===== src/rtl/exec_pkg.sv =====
// Shared types, default widths and the branch-condition helper for the
// multi-cycle execute stage.
package exec_pkg;

  localparam int DATA_W_DEF  = 19;
  localparam int PC_W_DEF    = 15;
  localparam int REG_AW_DEF  = 5;
  localparam int MUL_LAT_DEF = 3;

  typedef enum logic [2:0] {
    ALU_ADD = 3'b000,
    ALU_SUB = 3'b001,
    ALU_AND = 3'b010,
    ALU_OR  = 3'b011,
    ALU_XOR = 3'b100,
    ALU_SHL = 3'b101,
    ALU_SHR = 3'b110,
    ALU_MUL = 3'b111
  } alu_op_e;

  typedef enum logic [1:0] {
    BR_NONE = 2'b00,
    BR_GE   = 2'b01,
    BR_LT   = 2'b10,
    BR_EQ   = 2'b11
  } branch_e;

  typedef enum logic [1:0] {
    FWD_RF   = 2'b00,
    FWD_W    = 2'b01,
    FWD_M    = 2'b10,
    FWD_RSVD = 2'b11
  } fwd_sel_e;

  typedef enum logic {
    MS_IDLE = 1'b0,
    MS_MUL  = 1'b1
  } mul_state_e;

  typedef struct packed {
    logic valid;
    logic reg_write;
    logic mem_write;
    logic result_src;
    logic cant_byte;
  } exmem_t;

  // Signed compares use N^V so GE/LT stay correct across overflow.
  function automatic logic branch_cond(input logic [1:0] br, input logic z,
                                       input logic n, input logic v, input logic jump);
    logic c;
    case (branch_e'(br))
      BR_EQ:   c = z;
      BR_GE:   c = ~(n ^ v);
      BR_LT:   c = n ^ v;
      BR_NONE: c = 1'b0;
      default: c = 1'b0;
    endcase
    return c | jump;
  endfunction

endpackage


===== src/rtl/exec_mul_unit.sv =====
// Multi-cycle multiplier: captures operands on issue, counts down the latency
// and presents the low product bits on the completing cycle.
module exec_mul_unit
  import exec_pkg::*;
#(
  parameter int DATA_W  = DATA_W_DEF,
  parameter int MUL_LAT = MUL_LAT_DEF
) (
  input  logic              clk,
  input  logic              rst_n,
  input  logic              start_i,
  input  logic              abort_i,
  input  logic              hold_i,
  input  logic [DATA_W-1:0] a_i,
  input  logic [DATA_W-1:0] b_i,
  output logic              busy_o,
  output logic              done_o,
  output logic [DATA_W-1:0] product_o
);

  localparam int              CNT_W    = $clog2(MUL_LAT + 1);
  localparam logic [CNT_W-1:0] CNT_LOAD = CNT_W'(MUL_LAT - 1);
  localparam logic [CNT_W-1:0] CNT_ONE  = CNT_W'(1);
  localparam logic [CNT_W-1:0] CNT_TWO  = CNT_W'(2);

  mul_state_e        state_q;
  logic [CNT_W-1:0]  cnt_q;
  logic              last_q;
  logic [DATA_W-1:0] a_q;
  logic [DATA_W-1:0] b_q;
  logic              issue_s;

  assign issue_s = (state_q == MS_IDLE) && start_i;

  // last_q flags the completing cycle so busy/done need no counter compare.
  always_ff @(posedge clk or negedge rst_n) begin
    if (!rst_n) begin
      state_q <= MS_IDLE;
      cnt_q   <= '0;
      last_q  <= 1'b0;
      a_q     <= '0;
      b_q     <= '0;
    end else begin
      case (state_q)
        MS_IDLE: begin
          if (issue_s) begin
            state_q <= MS_MUL;
            cnt_q   <= CNT_LOAD;
            last_q  <= (CNT_LOAD == CNT_ONE);
            a_q     <= a_i;
            b_q     <= b_i;
          end else begin
            state_q <= MS_IDLE;
          end
        end
        MS_MUL: begin
          if (abort_i || (last_q && !hold_i)) begin
            state_q <= MS_IDLE;
            cnt_q   <= '0;
            last_q  <= 1'b0;
          end else if (hold_i) begin
            state_q <= MS_MUL;
          end else begin
            cnt_q  <= cnt_q - CNT_ONE;
            last_q <= (cnt_q == CNT_TWO);
          end
        end
        default: begin
          state_q <= MS_IDLE;
          cnt_q   <= '0;
          last_q  <= 1'b0;
        end
      endcase
    end
  end

  assign busy_o    = issue_s || ((state_q == MS_MUL) && (!last_q || hold_i));
  assign done_o    = (state_q == MS_MUL) && last_q;
  assign product_o = a_q * b_q;

endmodule


===== src/rtl/execute_stage_mc.sv =====
// Execute stage: operand forwarding, ALU, registered flags, branch resolution
// and the EX/MEM pipeline register. Multi-cycle multiplies run in exec_mul_unit.
module execute_stage_mc
  import exec_pkg::*;
#(
  parameter int DATA_W  = DATA_W_DEF,
  parameter int PC_W    = PC_W_DEF,
  parameter int REG_AW  = REG_AW_DEF,
  parameter int MUL_LAT = MUL_LAT_DEF
) (
  input  logic              clk,
  input  logic              reset,
  input  logic              ValidE,
  input  logic              RegWriteE,
  input  logic              MemWriteE,
  input  logic              ResultSrcE,
  input  logic              JumpE,
  input  logic              ALUSrcE,
  input  logic              SetFlagsE,
  input  logic              Cant_ByteE,
  input  logic [1:0]        BranchE,
  input  logic [2:0]        ALUControlE,
  input  logic [DATA_W-1:0] RD1E,
  input  logic [DATA_W-1:0] RD2E,
  input  logic [DATA_W-1:0] ImmExtE,
  input  logic [PC_W-1:0]   PCE,
  input  logic [REG_AW-1:0] RDE,
  input  logic [1:0]        ForwardA_E,
  input  logic [1:0]        ForwardB_E,
  input  logic [DATA_W-1:0] ResultW,
  input  logic              FlushE,
  input  logic              HoldM,
  output logic              StallE,
  output logic              PCSrcE,
  output logic [PC_W-1:0]   PCTargetE,
  output logic              RegWriteM,
  output logic              MemWriteM,
  output logic              ResultSrcM,
  output logic              Cant_ByteM,
  output logic              ValidM,
  output logic [REG_AW-1:0] RDM,
  output logic [DATA_W-1:0] WriteDataM,
  output logic [DATA_W-1:0] ALUResultM
);

  localparam int   SH_W   = $clog2(DATA_W);
  localparam int   MSB    = DATA_W - 1;
  localparam logic MUL_MC = (MUL_LAT > 1);

  logic [DATA_W-1:0] src_a_s, src_b_fwd_s, src_b_s;
  logic [DATA_W-1:0] sum_s, diff_s, mul_direct_s, mul_product_s, alu_res_s;
  logic [SH_W-1:0]   shamt_s;
  logic              shift_big_s, alu_v_s;
  logic              mul_start_s, mul_busy_s, mul_done_s, flag_en_s;
  logic [2:0]        flags_d, flags_q;
  exmem_t            ctrl_d, ctrl_q;
  logic [REG_AW-1:0] rd_d, rd_q;
  logic [DATA_W-1:0] wd_d, wd_q, res_d, res_q;

  // Operand forwarding; the reserved select falls back to the register file.
  always_comb begin
    src_a_s = RD1E;
    case (fwd_sel_e'(ForwardA_E))
      FWD_W:   src_a_s = ResultW;
      FWD_M:   src_a_s = res_q;
      default: src_a_s = RD1E;
    endcase
    src_b_fwd_s = RD2E;
    case (fwd_sel_e'(ForwardB_E))
      FWD_W:   src_b_fwd_s = ResultW;
      FWD_M:   src_b_fwd_s = res_q;
      default: src_b_fwd_s = RD2E;
    endcase
  end

  assign src_b_s      = ALUSrcE ? ImmExtE : src_b_fwd_s;
  assign sum_s        = src_a_s + src_b_s;
  assign diff_s       = src_a_s - src_b_s;
  assign mul_direct_s = src_a_s * src_b_s;
  assign shamt_s      = src_b_s[SH_W-1:0];
  assign shift_big_s  = (32'(shamt_s) >= 32'(DATA_W));

  assign mul_start_s = ValidE && (alu_op_e'(ALUControlE) == ALU_MUL) && !FlushE && !HoldM && MUL_MC;

  exec_mul_unit #(
    .DATA_W  (DATA_W),
    .MUL_LAT (MUL_LAT)
  ) u_mul (
    .clk       (clk),
    .rst_n     (reset),
    .start_i   (mul_start_s),
    .abort_i   (FlushE),
    .hold_i    (HoldM),
    .a_i       (src_a_s),
    .b_i       (src_b_s),
    .busy_o    (mul_busy_s),
    .done_o    (mul_done_s),
    .product_o (mul_product_s)
  );

  assign StallE = mul_busy_s;

  // ALU result and signed overflow (overflow only meaningful for add/sub).
  always_comb begin
    alu_res_s = '0;
    alu_v_s   = 1'b0;
    case (alu_op_e'(ALUControlE))
      ALU_ADD: begin
        alu_res_s = sum_s;
        alu_v_s   = (src_a_s[MSB] == src_b_s[MSB]) && (sum_s[MSB] != src_a_s[MSB]);
      end
      ALU_SUB: begin
        alu_res_s = diff_s;
        alu_v_s   = (src_a_s[MSB] != src_b_s[MSB]) && (diff_s[MSB] != src_a_s[MSB]);
      end
      ALU_AND: alu_res_s = src_a_s & src_b_s;
      ALU_OR:  alu_res_s = src_a_s | src_b_s;
      ALU_XOR: alu_res_s = src_a_s ^ src_b_s;
      ALU_SHL: alu_res_s = shift_big_s ? '0 : (src_a_s << shamt_s);
      ALU_SHR: alu_res_s = shift_big_s ? '0 : (src_a_s >> shamt_s);
      ALU_MUL: alu_res_s = mul_done_s ? mul_product_s : mul_direct_s;
      default: alu_res_s = '0;
    endcase
  end

  assign flag_en_s = ValidE && SetFlagsE && !FlushE && !StallE && !HoldM;

  // Flag next-state: {Z, N, V}.
  always_comb begin
    if (flag_en_s) begin
      flags_d = {(alu_res_s == '0), alu_res_s[MSB], alu_v_s};
    end else begin
      flags_d = flags_q;
    end
  end

  // Flag register.
  always_ff @(posedge clk or negedge reset) begin
    if (!reset) begin
      flags_q <= 3'b000;
    end else begin
      flags_q <= flags_d;
    end
  end

  assign PCSrcE    = ValidE && !FlushE && !StallE &&
                     branch_cond(BranchE, flags_q[2], flags_q[1], flags_q[0], JumpE);
  assign PCTargetE = PCE + ImmExtE[PC_W-1:0];

  // EX/MEM next-state: hold beats bubble beats load.
  always_comb begin
    ctrl_d = ctrl_q;
    rd_d   = rd_q;
    wd_d   = wd_q;
    res_d  = res_q;
    if (HoldM) begin
      ctrl_d = ctrl_q;
    end else if (FlushE || StallE || !ValidE) begin
      ctrl_d = '0;
      rd_d   = '0;
      wd_d   = '0;
      res_d  = '0;
    end else begin
      ctrl_d = '{valid: 1'b1, reg_write: RegWriteE, mem_write: MemWriteE,
                 result_src: ResultSrcE, cant_byte: Cant_ByteE};
      rd_d   = RDE;
      wd_d   = src_b_fwd_s;
      res_d  = alu_res_s;
    end
  end

  // EX/MEM pipeline register.
  always_ff @(posedge clk or negedge reset) begin
    if (!reset) begin
      ctrl_q <= '0;
      rd_q   <= '0;
      wd_q   <= '0;
      res_q  <= '0;
    end else begin
      ctrl_q <= ctrl_d;
      rd_q   <= rd_d;
      wd_q   <= wd_d;
      res_q  <= res_d;
    end
  end

  assign ValidM     = ctrl_q.valid;
  assign RegWriteM  = ctrl_q.reg_write;
  assign MemWriteM  = ctrl_q.mem_write;
  assign ResultSrcM = ctrl_q.result_src;
  assign Cant_ByteM = ctrl_q.cant_byte;
  assign RDM        = rd_q;
  assign WriteDataM = wd_q;
  assign ALUResultM = res_q;

endmodule


===== config.mk =====
export PLATFORM = sky130hd
export DESIGN_NAME = execute_stage_mc
export DESIGN_NICKNAME = d
export VERILOG_FILES = /design/src/rtl/exec_pkg.sv /design/src/rtl/exec_mul_unit.sv /design/src/rtl/execute_stage_mc.sv
export SDC_FILE = /design/constraint.sdc
export NUM_CORES = 1
export LEC_CHECK = 0
export CORE_MARGIN = 8
export CORE_UTILIZATION = 36
export CTS_CLUSTER_DIAMETER = 40
export DETAILED_ROUTE_END_ITERATION = 7
export PLACE_DENSITY_LB_ADDON = 0.25
export SLEW_MARGIN = 10
export SYNTH_ARGS = -nofsm -noshare
export SYNTH_HDL_FRONTEND = slang
export SYNTH_HIERARCHICAL = 1
export SYNTH_SLANG_ARGS = --single-unit

===== constraint.sdc =====
create_clock -name clk -period 7.48 [get_ports clk]
set_input_delay 1.122 -clock clk [delete_from_list [all_inputs] [get_ports clk]]
set_output_delay 1.122 -clock clk [all_outputs]
set_load 0.02 [all_outputs]

==> results.json, run 1 <==
{
  "grt_max_degree": 58,
  "chipHeight_um": 257,
  "fp.dieW_um": 257,
  "area_growth_pct": 31.0,
  "post-place-ws_ns": -1.66,
  "worstHoldPathCells": 2,
  "path_max_fanout": 7,
  "cp_common_cell": "fa_1",
  "use_met3": 0.0508,
  "synth.top_cell.area_share": 0.237,
  "cts_buffers": 9,
  "max_slew_margin": 0.230,
  "dieArea_mm2": 0.0661,
  "multi_input_area_mm2": 0.0171,
  "grt.total_usage": 0.286,
  "rr_worst_depth": 25,
  "fmax_mhz": 123,
  "dpl.cell_count": 3764,
  "wl_um": 97200,
  "htreeDepth": 3,
  "drt-pass1-iter-count": 5,
  "ys_warn_count": 6,
  "synth.cells.most_frequent": "inv_1 (446), nand2_1 (313), fa_1 (248)",
  "crit_slowest_cell": "fa_1",
  "yosysSeqAreaShare": 0.111,
  "avgSynthCellArea_um2": 8.12,
  "fp-row-count": 88,
  "min_period_over_period": 1.09,
  "ant_nets": 0,
  "synth_top_area_cell": "fa_1",
  "syn_inst": 2579,
  "violations": "negative setup slack",
  "reg2reg_from": "u_mul/a_q[6]",
  "busiest_layer": "met2",
  "port_buffers": 181,
  "core_area_mm2": 0.0576,
  "vias": 21100,
  "leakage_nw": 13.3,
  "clk_pin_slew_ns": 0.08,
  "status": "complete, but fails checks",
  "io_pins": 182,
  "place.gp.congestion": 1.00,
  "crit_path_start_kind": "input port",
  "ctsHoldBuffers": 0,
  "hpwl_um": 79800,
  "finalNonFillerCells": 3813,
  "cts_tree": "done",
  "drive_above_1_share": 0.200,
  "worst_pin_slew_ns": 1.15,
  "viasPerCell": 5.55,
  "synth_edf_count": 0,
  "cts.sink_count": 93,
  "hold_viol": 0,
  "ys.flop_type": "dfrtp_1",
  "grt_use_met2": 0.483,
  "cts_root_buf": "clkbuf_16",
  "met1_usage": 0.359,
  "antenna_found_initial": 3,
  "wire_per_inst_um": 25.5,
  "crit_type": "input port to flop",
  "synthTopCellsByArea": "fa_1 (24%), ha_1 (12%), dfrtp_1 (11%)",
  "syn-num-nets": 3146,
  "overflow": 0,
  "n_fill_cell": 5649,
  "layout.area.seq_mm2": 0.00233,
  "final_nets": 3608,
  "timing.rr.end": "flags_q[2]",
  "async_reset_ff_frac": 1.00,
  "crit_arrival_ns": 8.41,
  "ys_types": 86,
  "layout_setup_ws_ns": -0.657,
  "worst_hold_startpoint": "WriteDataM[10]",
  "post-synth-top-count-cell": "inv_1",
  "clk_latency_ns": 0.38,
  "finClkSkew_ns": 0.0182,
  "min_to": "WriteDataM[10]",
  "drcViolationCount": 0,
  "slowest_delay_ns": 0.54,
  "cp.required_ns": 7.76,
  "layout_min_cycle_time_ns": 8.14,
  "final_core_util": 0.477,
  "power_per_cell_area_mw_per_mm2": 300,
  "ir_drop_mv": 0.281,
  "crit_path_end_kind": "flop",
  "drtIter0Drc": 1737,
  "finalMaxSlewViolations": 0,
  "clk_path_buf_depth": 2,
  "setup_viol_count_final": 10,
  "syn_area_mm2": 0.0209,
  "hold_class": "flop to flop",
  "maxCapViolCount": 0,
  "grt_setup_unrepaired": "yes",
  "grt_pass1_vias": 22300,
  "finalSetupTns_ns": -3.69,
  "synth.ff_latch_count": 93,
  "rrSetupSlack_ns": -0.06,
  "initial_core_util": 0.364,
  "grt_pass1_wl_um": 144000
}
-- how the worst max path moves through the flow --
stage / from / end / depth (start not counted)
2_1_floorplan: ForwardB_E[0] / flags_q[2] / 32
3_3_place_gp: ForwardB_E[0] / flags_q[2] / 31
3_5_place_dp: ForwardB_E[0] / flags_q[2] / 32
4_1_cts: ForwardB_E[0] / flags_q[2] / 30
5_1_grt: ForwardB_E[0] / flags_q[2] / 32
6_report: ForwardB_E[1] / flags_q[2] / 31
-- kinds of logic (layout without fill, tap and decap cells) --
| family | after synthesis | after routing | share of synthesized area |
|---|---|---|---|
| AND/OR/NAND/NOR | 738 | 738 | 0.159 |
| XOR/XNOR | 111 | 111 | 0.0498 |
| flip-flops | 93 | 93 | 0.111 |
| adder cells (fa/ha/maj) | 451 | 451 | 0.358 |
| multiplexers | 107 | 107 | 0.0546 |
| buffers and inverters | 581 | 1048 | 0.106 |
| AO/OA/AOI/OAI | 498 | 498 | 0.161 |
| other | 0 | 2 | 0 |
-- repair_timing --
action                     in CTS  in global routing
setup endpoints to repair      13                 13
pin swaps                      50                 60
gates resized for setup       104                 63
cloned                          1                  1
buffers inserted               26                 13
-- layout by cell type (no fill, tap or decap), types with 13 or more instances in the layout --
| master | synthesis | routed |
|---|---|---|
| xnor2_1 | 80 | 78 |
| nor2_1 | 182 | 157 |
| and2_1 | 102 | 102 |
| ha_1 | 202 | 190 |
| mux2_2 | 46 | 45 |
| nand2b_1 | 18 | 17 |
| nand3_1 | 23 | 23 |
| inv_1 | 446 | 431 |
| clkdlybuf4s50_1 | 0 | 172 |
| a22oi_1 | 41 | 39 |
| a221oi_1 | 20 | 14 |
| nor3_1 | 30 | 26 |
| nand2_1 | 313 | 311 |
| buf_6 | 2 | 16 |
| fa_1 | 248 | 246 |
| nor2b_1 | 23 | 18 |
| o211ai_1 | 13 | 13 |
| o21ai_1 | 17 | 25 |
| mux2i_1 | 58 | 57 |
| buf_4 | 1 | 363 |
| a21oi_1 | 109 | 102 |
| a211oi_1 | 20 | 16 |
| a21o_1 | 14 | 14 |
| o21ai_0 | 90 | 71 |
| inv_2 | 5 | 14 |
| a22o_1 | 34 | 34 |
| o22ai_1 | 27 | 26 |
| xor2_1 | 25 | 24 |
| nor2_2 | 1 | 19 |
| dfrtp_1 | 93 | 93 |
-- routing by layer --
metal | wire, µm | share of wire
met1 | 39100 | 0.40
met2 | 46200 | 0.48
met3 | 7030 | 0.072
met4 | 4860 | 0.050
met5 | 32 | 0.00033
-- registers in the layout, indices dropped and copies added (netlist names) --
signal         count
RDM                5
Cant_ByteM         1
MemWriteM          1
WriteDataM        19
u_mul/cnt_q        2
ResultSrcM         1
u_mul/a_q         19
ValidM             1
u_mul/state_q      1
flags_q            3
u_mul/last_q       1
ALUResultM        19
u_mul/b_q         19
RegWriteM          1
-- area by class of cell --
| type | count | area share |
|---|---|---|
| multi-input combinational | 1905 | 0.624 |
| clock inverter | 7 | 0.00269 |
| tap | 765 | 0.0349 |
| antenna | 2 | 0.000182 |
| timing repair buffer | 572 | 0.180 |
| inverter | 460 | 0.0645 |
| sequential | 93 | 0.0848 |
| clock buffer | 9 | 0.00821 |
-- critical path, delay by kind of cell --
| family | cells | cell delay [ns] |
|---|---|---|
| XOR/XNOR | 1 | 0.09 |
| buffers and inverters | 9 | 0.95 |
| AO/OA/AOI/OAI | 9 | 2.32 |
| adder cells (fa/ha/maj) | 8 | 3.48 |
| AND/OR/NAND/NOR | 4 | 0.45 |
-- report_power, final --
group | switching (W) | total (W) | internal [W]
clock | 0.000231 | 0.000492 | 0.000261
combinational | 0.00382 | 0.00703 | 0.00321
sequential | 0.000138 | 0.000708 | 0.000570
total | 0.00419 | 0.00823 | 0.00404
-- stage by stage --
step | hold slack, ns | total power [W] | cell area, µm²
3_3_place_gp | 0.468 | 0.00681 | 26200
3_5_place_dp | 0.476 | 0.00691 | 26200
4_1_cts | 0.501 | 0.00782 | 27100
2_1_floorplan | 0.449 | 0.00444 | 21300
6_report | 0.501 | 0.00823 | 27400
5_1_grt | 0.523 | 0.00884 | 27400
Note: power is estimated with default switching activity, not from simulation.
==> inputs of run 2 (changes only) <==
- CAP_MARGIN: default -> 20
- SETUP_SLACK_MARGIN: default -> 0.15
==> run 2 against run 1 <==
The flow still finishes with violations (negative setup slack). Final area increased by 1.2%. Critical path depth increased by 1. Clock-buffer cell count unchanged. Hold slack about the same. Worst setup slack improved by 0.092 ns. Clock power about the same. Combinational power increased by 2%. Global-route usage increased by 0.62 points. Largest power group unchanged. Highest routed layer unchanged.
==> results.json, run 2 (synthesis results as in run 1) <==
{
  "crit_type": "input port to flop",
  "power_per_cell_area_mw_per_mm2": 302,
  "finalMaxSlewViolations": 0,
  "final_common_cell": "inv_1",
  "crit_slowest_cell": "fa_1",
  "drt-pass1-iter-count": 7,
  "final_cell_mix": "inv_1 (420), buf_4 (359), nand2_1 (309)",
  "final_nets": 3625,
  "cts.sink_count": 93,
  "clk_pin_slew_ns": 0.07,
  "grt_pass1_vias": 22400,
  "max_slew_margin": 0.226,
  "maxCapViolCount": 0,
  "cts_root_buf": "clkbuf_16",
  "initial_core_util": 0.364,
  "finalSetupTns_ns": -3.61,
  "min_period_over_period": 1.08,
  "cp.required_ns": 7.75,
  "drive_above_1_share": 0.216,
  "drcViolationCount": 0,
  "clk_path_buf_depth": 2,
  "status": "complete, but fails checks",
  "overflow": 0,
  "ctsHoldBuffers": 0,
  "worst_pin_slew_ns": 1.15,
  "ir_drop_mv": 0.394,
  "port_buffers": 181,
  "violations": "negative setup slack",
  "viasPerCell": 5.49,
  "crit_path_start_kind": "input port",
  "min_to": "WriteDataM[14]",
  "crit_arrival_ns": 8.31,
  "grt_setup_unrepaired": "yes",
  "rrSetupSlack_ns": 0.09,
  "wl_um": 98700,
  "final_core_util": 0.482,
  "slowest_delay_ns": 0.55,
  "vias": 21000,
  "drtIter0Drc": 1863,
  "worst_hold_startpoint": "WriteDataM[14]",
  "clk_latency_ns": 0.37,
  "layout_setup_ws_ns": -0.565,
  "crit_path_end_kind": "flop",
  "finClkSkew_ns": 0.0195,
  "fp-row-count": 88,
  "path_max_fanout": 5,
  "area_growth_pct": 32.6,
  "reg2reg_from": "u_mul/b_q[2]",
  "htreeDepth": 3,
  "rr_worst_depth": 29,
  "grt_pass1_wl_um": 147000,
  "timing.rr.end": "flags_q[2]",
  "hold_viol": 0,
  "dieArea_mm2": 0.0661,
  "place.gp.congestion": 0.999,
  "worstHoldPathCells": 2,
  "chipHeight_um": 257,
  "wire_per_inst_um": 25.8,
  "cp_common_cell": "fa_1",
  "hold_class": "flop to flop",
  "setup_viol_count_final": 11,
  "finalNonFillerCells": 3830,
  "cts_buffers": 9,
  "leakage_nw": 13.4,
  "dpl.cell_count": 3758,
  "antenna_found_initial": 3,
  "grt.total_usage": 0.293,
  "grt_max_degree": 71,
  "fp.dieW_um": 257,
  "core_area_mm2": 0.0576,
  "ant_nets": 0,
  "hpwl_um": 80800,
  "critPathBufInv": 11,
  "fmax_mhz": 124,
  "io_pins": 182,
  "cp_top_family": "adder cells",
  "cts_tree": "done",
  "layout_min_cycle_time_ns": 8.04
}
==> run 2: changes by cell type in the layout (fill, tap and decap cells not counted), moves of 5 or more <==
cell / delta
o21ai_2: +7
clkinvlp_4: -5
inv_2: +13
buf_6: +19
inv_1: -11
buf_8: +5
==> run 2: power by group <==
group / switching, W / internal, W / leakage (nW)
clock network: 0.000229 / 0.000262 / 0.144
logic: 0.00392 / 0.00326 / 12.0
registers: 0.000134 / 0.000570 / 1.25
==> run 2: area by class of cell <==
class                   instances  area [µm²]
diodes                          3        7.51
clock buffers                   9         225
clock inverters                 6        71.3
fillers                      5663       29800
inverters                     460        1770
multi-input cells            1905       17300
flip-flops and latches         93        2330
well taps                     765         957
repair buffers                589        5160
==> run 2: how the worst max path moves through the flow <==
stage,slack [ns],end,startpoint,cells after the start
detailed placement,-1.67,flags_q[2],ForwardB_E[0],31
CTS,-0.55,flags_q[2],ForwardB_E[0],35
floorplan,-0.71,flags_q[2],ForwardB_E[0],32
global route,-0.74,flags_q[2],ForwardB_E[0],31
global placement,-1.62,flags_q[2],ForwardB_E[0],34
finish,-0.56,flags_q[2],ForwardB_E[0],32
==> run 2: through the flow <==
stage	hold slack (ns)	area, µm²	power (W)	setup slack, ns
CTS	0.503	27300	0.00810	-0.550
global placement	0.470	26200	0.00695	-1.62
finish	0.501	27800	0.00837	-0.565
global route	0.512	27800	0.00898	-0.742
floorplan	0.449	21300	0.00447	-0.715
detailed placement	0.478	26200	0.00701	-1.67
==> run 2: repair_timing <==
| action | CTS | global route |
|---|---|---|
| endpoints found under the setup margin | 16 | 13 |
| pin swaps | 65 | 50 |
| buffers inserted | 30 | 23 |
| cloned | 0 | 1 |
| resized for setup | 150 | 79 |
==> run 2: worst min-delay path, stage by stage, from the launching register on <==
cell     delay [ns]
dfrtp_1        0.36
nand2_1        0.05
o21ai_0        0.06
==> run 2: metal layers <==
layer | up-vias | GRT usage | wire length (µm) | part of all wire
met5 | - | 0 | 27 | 0.00027
met2 | 876 | 0.490 | 46700 | 0.47
met4 | 4 | 0.113 | 4680 | 0.047
met3 | 183 | 0.0485 | 7040 | 0.071
met1 | 10600 | 0.374 | 40200 | 0.41
li1 | 9376 | - | - | -
==> inputs of run 3 (changes only) <==
- CORE_UTILIZATION: 36 -> 49
- clock period: 7.48 -> 9.1 ns (I/O delays scaled with it)
==> run 3 against run 2 <==
The flow now finishes without violations. Sequential cell count is the same. Non-clock buffer count shrank 157. Register-to-register slack gained 1.1 ns. Clock power shrank 14%.
==> results.json, run 3 (synthesis results as in run 1) <==
{
  "drtIter0Drc": 2140,
  "use_met3": 0.0984,
  "path_max_fanout": 8,
  "critPathBufInv": 11,
  "htreeDepth": 3,
  "min_to": "WriteDataM[14]",
  "crit_path_start_kind": "input port",
  "final_common_cell": "inv_1",
  "fp-row-count": 75,
  "area_growth_pct": 22.5,
  "wire_per_inst_um": 26.2,
  "port_buffers": 181,
  "drive_above_1_share": 0.145,
  "dieArea_mm2": 0.0496,
  "max_slew_margin": 0.0960,
  "drcViolationCount": 0,
  "setup_viol_count_final": 0,
  "hold_viol": 0,
  "io_pins": 182,
  "chipHeight_um": 223,
  "finalSetupTns_ns": 0,
  "final_cell_mix": "inv_1 (439), nand2_1 (313), fa_1 (246)",
  "reg2reg_from": "u_mul/b_q[5]",
  "cts.sink_count": 93,
  "grt_setup_unrepaired": "no",
  "fmax_mhz": 116,
  "power_per_cell_area_mw_per_mm2": 242,
  "overflow": 0,
  "wl_um": 90400,
  "fp.dieW_um": 223,
  "crit_arrival_ns": 8.87,
  "cts_root_buf": "clkbuf_16",
  "layout_min_cycle_time_ns": 8.60,
  "p_int_w": 0.00293,
  "final_nets": 3468,
  "hpwl_um": 73500,
  "hold_class": "flop to flop",
  "antenna_found_initial": 3,
  "switchingPower_w": 0.00327,
  "ir_drop_mv": 0.223,
  "met1_usage": 0.451,
  "grt_max_degree": 52,
  "grt_pass1_wl_um": 136000,
  "worst_pin_slew_ns": 1.36,
  "leakage_nw": 12.6,
  "cp_top_family": "adder cells",
  "drt-pass1-iter-count": 6,
  "place.gp.congestion": 1.07,
  "clk_latency_ns": 0.38,
  "clock_power_share": 0.068,
  "rrSetupSlack_ns": 1.18,
  "core_area_mm2": 0.0420,
  "grt_pass1_vias": 21800,
  "timing.rr.end": "flags_q[2]",
  "grt.total_usage": 0.359,
  "final_core_util": 0.610,
  "cts_tree": "done",
  "finalMaxSlewViolations": 0,
  "rr_worst_depth": 28,
  "netSwitchingFraction": 0.527,
  "clk_path_buf_depth": 2,
  "status": "finished, final reports clean",
  "cp.required_ns": 9.37,
  "finClkSkew_ns": 0.0285,
  "crit_path_end_kind": "flop",
  "min_period_over_period": 0.946,
  "clk_pin_slew_ns": 0.08,
  "maxCapViolCount": 0,
  "power_frac_seq": 0.101,
  "viasPerCell": 6.05,
  "vias": 20900,
  "initial_core_util": 0.498,
  "slowest_delay_ns": 0.52,
  "busiest_layer": "met2",
  "crit_slowest_cell": "fa_1",
  "ant_nets": 0,
  "worst_hold_startpoint": "WriteDataM[14]",
  "cts_buffers": 9,
  "pwr-share-comb": 0.830,
  "grt_use_met2": 0.571,
  "worstHoldPathCells": 2,
  "crit_type": "input port to flop"
}
==> run 3: worst register-to-register path, delay by kind of cell, from the launching register on <==
family	cells	cell delay, ns
AOI/OAI and AO/OA	13	2.64
and+or+nand+nor	2	0.50
adders and majority gates	7	3.40
DFF	1	0.72
buffers and inverters	5	0.42
xor gates and xnor gates	1	0.13
==> run 3: area by class of cell <==
cell class              count  area (µm²)
diodes                      1        2.50
clock buffers               9         225
clock inverters             7        86.3
fillers                  3792       16400
inverters                 460        1750
multi-input cells        1905       16800
flip-flops and latches     93        2330
well taps                 539         674
repair buffers            432        3800
==> run 3: power groups by stage <==
stage               Combinational, W  Sequential, W  Clock (W)
finish                       0.00515       0.000629   0.000424
global route                 0.00556       0.000636   0.000444
CTS                          0.00491       0.000623   0.000430
detailed placement           0.00481       0.000631          0
global placement             0.00469       0.000627          0
floorplan                    0.00302       0.000542          0
==> run 3: worst max path at each step <==
stage	from	to	cells past startpoint
floorplan	ForwardB_E[0]	flags_q[2]	31
global placement	ForwardB_E[0]	flags_q[2]	38
detailed placement	ForwardB_E[0]	flags_q[2]	33
CTS	ForwardA_E[0]	flags_q[2]	32
global route	ForwardB_E[1]	flags_q[2]	32
finish	ResultW[3]	flags_q[2]	32
==> run 3: routing by layer <==
layer / vias up / share of wire
met5: - / 0.00044
met4: 6 / 0.058
met3: 292 / 0.10
met2: 1179 / 0.45
met1: 10300 / 0.39
li1: 9049 / -
==> run 3: repair_timing <==
action | CTS | global route
hold buffers | 0 | 0
gates resized for setup | 19 | 81
endpoints found under the hold margin | 0 | 0
pin swaps | 7 | 31
buffers inserted | 4 | 20
endpoints found under the setup margin | 5 | 7
==> run 3: per-stage QoR <==
stage	hold slack [ns]	cell area, µm²	total power, W	std cells	worst slack, ns
CTS	0.499	25200	0.00596	3425	0.164
floorplan	0.449	21000	0.00356	2579	0.227
finish	0.499	25600	0.00620	3446	0.496
detailed placement	0.475	24700	0.00544	3405	-0.428
global route	0.518	25600	0.00664	3445	0.290
global placement	0.466	24700	0.00532	3405	-0.352
